==> src/rtl/axi_bram_arb_pkg.sv <==
// Shared types and helpers for the two-master BRAM read arbiter.
// Latency: n/a (declarations only).
// Backpressure: n/a.
package axi_bram_arb_pkg;

    // Transaction phases of the shared BRAM read port
    typedef enum logic [1:0] {
        IDLE = 2'd0,
        ADDR = 2'd1,
        DATA = 2'd2,
        RESP = 2'd3
    } state_t;

    localparam logic [1:0] RRESP_OKAY = 2'b00;

    // Ceiling log2, used to size the byte-offset part of the AXI address
    function automatic int clogb2(input int value);
        int r;
        int v;
        r = 0;
        v = value - 1;
        for (int i = 0; i < 32; i++) begin
            if (v > 0) begin
                r = r + 1;
                v = v >> 1;
            end
        end
        return r;
    endfunction

endpackage

==> src/rtl/rr_arbiter2.sv <==
// Two-way round-robin arbiter with a one-hot grant and a last-winner register.
// Latency: grant is combinational from req; last_grant updates on the advance edge.
// Backpressure: grant is only consumed when advance is high; otherwise it is re-evaluated each cycle.
module rr_arbiter2 (
    input  logic       aclk,
    input  logic       aresetn,
    input  logic [1:0] req,
    input  logic       advance,
    output logic [1:0] grant,
    output logic       last_grant
);

    // A lone requester wins; on a tie the requester not served last wins
    always_comb begin
        grant = 2'b00;
        case (req)
            2'b01:   grant = 2'b01;
            2'b10:   grant = 2'b10;
            2'b11:   grant = last_grant ? 2'b01 : 2'b10;
            default: grant = 2'b00;
        endcase
    end

    // Remember who won; reset to 1 so master 0 takes the first tie
    always_ff @(posedge aclk) begin
        if (!aresetn) begin
            last_grant <= 1'b1;
        end else if (advance && (grant != 2'b00)) begin
            last_grant <= grant[1];
        end
    end

endmodule

==> src/rtl/axi_bram_read_arbiter.sv <==
// Shares one BRAM read port between two AXI4-Lite read-only slaves, one transaction at a time.
// Latency: AR handshake at edge E0, rvalid high after E2; 4 cycles per read with rready held high.
// Backpressure: rvalid/rdata hold until the owner's rready; nothing else is accepted meanwhile.
module axi_bram_read_arbiter
    import axi_bram_arb_pkg::*;
#(
    parameter int AXI_DATA_WIDTH  = 32,
    parameter int AXI_ADDR_WIDTH  = 16,
    parameter int BRAM_DATA_WIDTH = 32,
    parameter int BRAM_ADDR_WIDTH = 10
) (
    input  logic                       aclk,
    input  logic                       aresetn,
    input  logic [AXI_ADDR_WIDTH-1:0]  s0_axi_araddr,
    input  logic                       s0_axi_arvalid,
    output logic                       s0_axi_arready,
    output logic [AXI_DATA_WIDTH-1:0]  s0_axi_rdata,
    output logic [1:0]                 s0_axi_rresp,
    output logic                       s0_axi_rvalid,
    input  logic                       s0_axi_rready,
    input  logic [AXI_ADDR_WIDTH-1:0]  s1_axi_araddr,
    input  logic                       s1_axi_arvalid,
    output logic                       s1_axi_arready,
    output logic [AXI_DATA_WIDTH-1:0]  s1_axi_rdata,
    output logic [1:0]                 s1_axi_rresp,
    output logic                       s1_axi_rvalid,
    input  logic                       s1_axi_rready,
    output logic                       bram_porta_clk,
    output logic                       bram_porta_rst,
    output logic [BRAM_ADDR_WIDTH-1:0] bram_porta_addr,
    input  logic [BRAM_DATA_WIDTH-1:0] bram_porta_rddata
);

    localparam int ADDR_LSB = clogb2(AXI_DATA_WIDTH / 8);

    state_t                     state_q;
    state_t                     state_d;
    logic [1:0]                 req;
    logic [1:0]                 grant;
    logic                       advance;
    logic                       owner;
    logic                       owner_rready;
    logic [BRAM_ADDR_WIDTH-1:0] addr_q;
    logic [AXI_DATA_WIDTH-1:0]  rdata_q;
    logic                       unused_araddr_bits;

    assign req     = {s1_axi_arvalid, s0_axi_arvalid};
    assign advance = (state_q == IDLE) && (req != 2'b00);

    // last_grant is written at the very edge the owner is chosen, so it doubles as the owner id
    rr_arbiter2 u_arb (
        .aclk       (aclk),
        .aresetn    (aresetn),
        .req        (req),
        .advance    (advance),
        .grant      (grant),
        .last_grant (owner)
    );

    assign owner_rready = owner ? s1_axi_rready : s0_axi_rready;

    // Fixed four-phase sequence; only the response phase waits on the master
    always_comb begin
        state_d = state_q;
        case (state_q)
            IDLE:    if (req != 2'b00) state_d = ADDR;
            ADDR:    state_d = DATA;
            DATA:    state_d = RESP;
            RESP:    if (owner_rready) state_d = IDLE;
            default: state_d = IDLE;
        endcase
    end

    // State register; reset abandons any in-flight read without a response
    always_ff @(posedge aclk) begin
        if (!aresetn) begin
            state_q <= IDLE;
        end else begin
            state_q <= state_d;
        end
    end

    // Capture the winner's word address at the AR handshake and the BRAM word in DATA
    always_ff @(posedge aclk) begin
        if (!aresetn) begin
            addr_q  <= '0;
            rdata_q <= '0;
        end else begin
            if (advance) begin
                addr_q <= grant[1] ? s1_axi_araddr[ADDR_LSB +: BRAM_ADDR_WIDTH]
                                   : s0_axi_araddr[ADDR_LSB +: BRAM_ADDR_WIDTH];
            end
            if (state_q == DATA) begin
                rdata_q <= bram_porta_rddata;
            end
        end
    end

    // Byte-offset and above-depth address bits are deliberately ignored (addresses wrap)
    assign unused_araddr_bits = ^{s0_axi_araddr, s1_axi_araddr};

    assign s0_axi_arready = (state_q == IDLE) && grant[0];
    assign s1_axi_arready = (state_q == IDLE) && grant[1];

    assign s0_axi_rvalid  = (state_q == RESP) && !owner;
    assign s1_axi_rvalid  = (state_q == RESP) && owner;
    assign s0_axi_rdata   = rdata_q;
    assign s1_axi_rdata   = rdata_q;
    assign s0_axi_rresp   = RRESP_OKAY;
    assign s1_axi_rresp   = RRESP_OKAY;

    assign bram_porta_clk  = aclk;
    assign bram_porta_rst  = ~aresetn;
    assign bram_porta_addr = addr_q;

endmodule

==> config.mk <==
export PLATFORM = sky130hd
export DESIGN_NAME = axi_bram_read_arbiter
export DESIGN_NICKNAME = d
export VERILOG_FILES = /design/src/rtl/axi_bram_arb_pkg.sv /design/src/rtl/rr_arbiter2.sv /design/src/rtl/axi_bram_read_arbiter.sv
export SDC_FILE = /design/constraint.sdc
export NUM_CORES = 1
export LEC_CHECK = 0
export ABC_AREA = 0
export BUFFER_PORTS_ARGS = -buffer_cell sky130_fd_sc_hd__buf_2
export CORE_MARGIN = 4
export CORE_UTILIZATION = 35
export CTS_CLUSTER_DIAMETER = 30
export DETAILED_ROUTE_END_ITERATION = 8
export GPL_ROUTABILITY_DRIVEN = 1
export PLACE_DENSITY = 0.73
export SLEW_MARGIN = 20
export SYNTH_ARGS = -nofsm -noshare
export SYNTH_HDL_FRONTEND = slang
export SYNTH_HIERARCHICAL = 1
export SYNTH_SLANG_ARGS = --single-unit
==> constraint.sdc <==
create_clock -name aclk -period 1.41 [get_ports aclk]
set_input_delay 0.0705 -clock aclk [delete_from_list [all_inputs] [get_ports aclk]]
set_output_delay 0.0705 -clock aclk [all_outputs]
set_load 0.02 [all_outputs]
After elaboration in Yosys (flattened, before gate mapping):

Cells that the tools add are included.

* equality and inequality tests: 8
* multiplexer cells: 7
* bitwise operators: 1
* reductions and logical operators: 11

Operators with widths (count)
* $mux W10: 1
* $eq A2 B2 Y1 const B: 4
* $pmux W2 S4: 1
* $logic_and A1 B1 Y1: 6
* $mux W2: 3
* $pmux W2 S3: 1
* $eq A2 B1 Y1 const B: 2
* $reduce_bool A2 Y1: 2
* $logic_not A2 Y1: 1
* $ne A2 B1 Y1 const B: 1
* $ne A2 B2 Y1 const B: 1
* $reduce_and A2 Y1: 1
* $logic_not A1 Y1: 1
* $mux W1: 1
* $not A1 Y1: 1

* register bits after elaboration: 45
* input bits: 70
* logic and storage cells: 31

Logic depth before layout (Yosys ltp):

* depth after elaboration: 4
* mapped depth: 6

Cells and area by module:

The synthesis kept the hierarchy.

Modules (own cells, without submodules)
* axi_bram_read_arbiter: times used 1, cells each 208, area each 2115.8 µm²
* rr_arbiter2: times used 1, cells each 7, area each 58.8 µm²

==> run metrics <==
Arr. time, crit path=1.28 ns; CP top delay family=buffers and inverters; post-synth top area share=41.4%; gr ovfl total=0; WP buf/inv=4; Slowest cell on crit path=dlygate4sd3_1; Multi-input gate area=908 um2; Post-synth EDFFs=0; slowest stage delay, CP=0.53 ns; synth cell count leaders=45 x dfxtp_1, 45 x mux2i_1, 43 x nor2_1; Setup TNS=0 ns; initial antenna violation count=0; worst setup path startpoint=s1_axi_arvalid; Core ar.=5990 um2; clk slew on worst S/H paths=0.08 ns; Seq/Total Area, Yosys=41.4%; Peak VDD IR=0.783 mV; skew final=0.00875 ns; initial cell density of the core=36.3%; vias=1904; final setup vio count=0; remaining antenna violation count after routing=0; first-pass GRT wire length=8.20 mm; Cells after Synth=215; CP Class=in -> out; post-detail-place hpwl=3.54 mm; drt via density=4.39; kind of end point of the critical path=output port; drt initial violations=42; fin crit share=95.7%; NumNets Final=432; CTS tree=yes; final hold slack=0.0471 ns; worst hold stages=3; Peak Freq=741 MHz; I/O pin cnt=154; synth top area cells=dfxtp_1 41%, mux2i_1 21%, buf_4 13%, nor2_1 7.4%, a211oi_2 5.8%; Cell Rows=28; largest net degree at the start of global routing=34; worst slack, placed=0.106 ns; worst min path class=in -> reg; synth warn=6; HP Start=s0_axi_araddr[8]; asr flop ratio synth=0%; Post-Syn Area=2170 um2; worst r2r src=state_q[1]; Crit Path Max Fanout=5; crit path time final=1.35 ns; Worst setup SP type=input port; Total Wirelength=5.13 mm; WP data required=1.34 ns; cell type with the highest aggregate area in the netlist=dfxtp_1; die height=86.8 um; Area Growth Syn to Fin=46.7%; final worst slack=0.0602 ns; register area=905 um2; filler cell count=546; Leakage Power=1.62 nW; reg2reg setup slack=0.14 ns; # port buffers=137; PwrDens=1710 nW/um2; n_diodes=0; syn avg cell area=10.1 um2; wire length per cell=11.8 um; Max Slew Vio Count=0; final hold violation count=0; First-pass DRT Iterations=4; Levels on crit path=6; GP Congestion=0.735; RSZ-0062 raised after global routing=yes; chip width=86.8 um; GRT Util Overall=13.5%; Yosys cell types=23; Layout Utilization=53.3%; max_cap viols=0; #FFs+latches synth=45; status=complete, no violations; R2R cell count=5; latest clock arrival within the worst-skew pair=0.39 ns; worst path cell trace=dlygate4sd3_1 > buf_2 > a21boi_2 > buf_6 > and2_1 > buf_2; crit path capture=s1_axi_arready; vias in the first global route=1868; FF-to-FF End=s0_axi_rdata[25]; CP dominant cell by count=buf_2; dominant synthesized flop cell=dfxtp_1; share of cells above drive strength 1=48.7%; post-route DRC violation count=0; Die Area=7540 um2
-- repair_timing --
action	CTS	global route
gates cloned	0	0
hold buffers	34	0
gates resized for setup	5	3
endpoints found under the hold margin	35	0
setup buffers	1	1
setup endpoints to repair	2	5
-- tightest hold or removal path: cells and delay by family --
| kind | cells | cell delay [ns] |
|---|---|---|
| compound gates | 1 | 0.08 |
| buf+inv | 1 | 0.09 |
| mux | 1 | 0.15 |
-- routing by layer --
layer / part of all wire [%] / vias to the layer above / track usage, %
met5: 0 / - / 0
met4: 1.4 / 0 / 4.96
met3: 9.1 / 10 / 4.47
met2: 51 / 85 / 23.9
met1: 38 / 855 / 14.8
li1: - / 954 / -
-- where the power goes --
part / internal (W) / switching, W
Sequential: 0.00160 / 0.000203
Combinational: 0.000981 / 0.00141
Clock: 0.000778 / 0.000490
-- placed cells by master (no fill, tap or decap), drive strengths merged --
cell type    synthesis  layout
o21a                 1       1
dlygate4sd3          0      34
a21oi                1       1
nor2                43      43
mux2i               45      45
nand2                3       3
o21ai                2       2
nor2b                1       1
a22oi                1       1
buf                 47     144
and3                 1       1
dfxtp               45      45
a211oi              10      10
a21boi               2       2
conb                 1       4
and2                 3       3
bufinv               0       1
inv                  4       4
clkbuf               1      10
ha                   4       4
-- logic make-up after synthesis --
kind of cell    count (synthesis)  share of synthesized area (%)
buf+inv                        52                           17.7
simple gates                   51                           9.38
other cells                     1                          0.172
fa+ha+maj                       4                           2.30
compound gates                 17                           8.28
mux                            45                           20.7
flops                          45                           41.4
-- sequential cells by signal, indices dropped and copies added (netlist names) --
| register | flops |
|---|---|
| u_arb/last_grant | 1 |
| state_q | 2 |
| s0_axi_rdata | 32 |
| bram_porta_addr | 10 |
-- area by class of cell --
type	count	share of cell area, %
clock buffer	11	4.16
clock inverter	1	0.941
inverter	4	0.471
multi-input combinational	121	28.5
sequential	45	28.4
tap	75	2.94
timing repair buffer	177	34.7
-- per-stage QoR --
step | std cells | area (um2) | power, W
2_1_floorplan | 218 | 2190 | 0.00377
3_5_place_dp | 387 | 2660 | 0.00420
3_3_place_gp | 387 | 2660 | 0.00414
4_1_cts | 433 | 3180 | 0.00553
5_1_grt | 434 | 3190 | 0.00582
6_report | 434 | 3190 | 0.00546
-- how the worst min path moves through the flow --
stage | end
CTS | bram_porta_addr[3]
global placement | bram_porta_clk
finish | bram_porta_addr[6]
floorplan | u_arb/last_grant
detailed placement | bram_porta_clk
global route | bram_porta_addr[0]
Note: power is estimated with default switching activity, not from simulation.
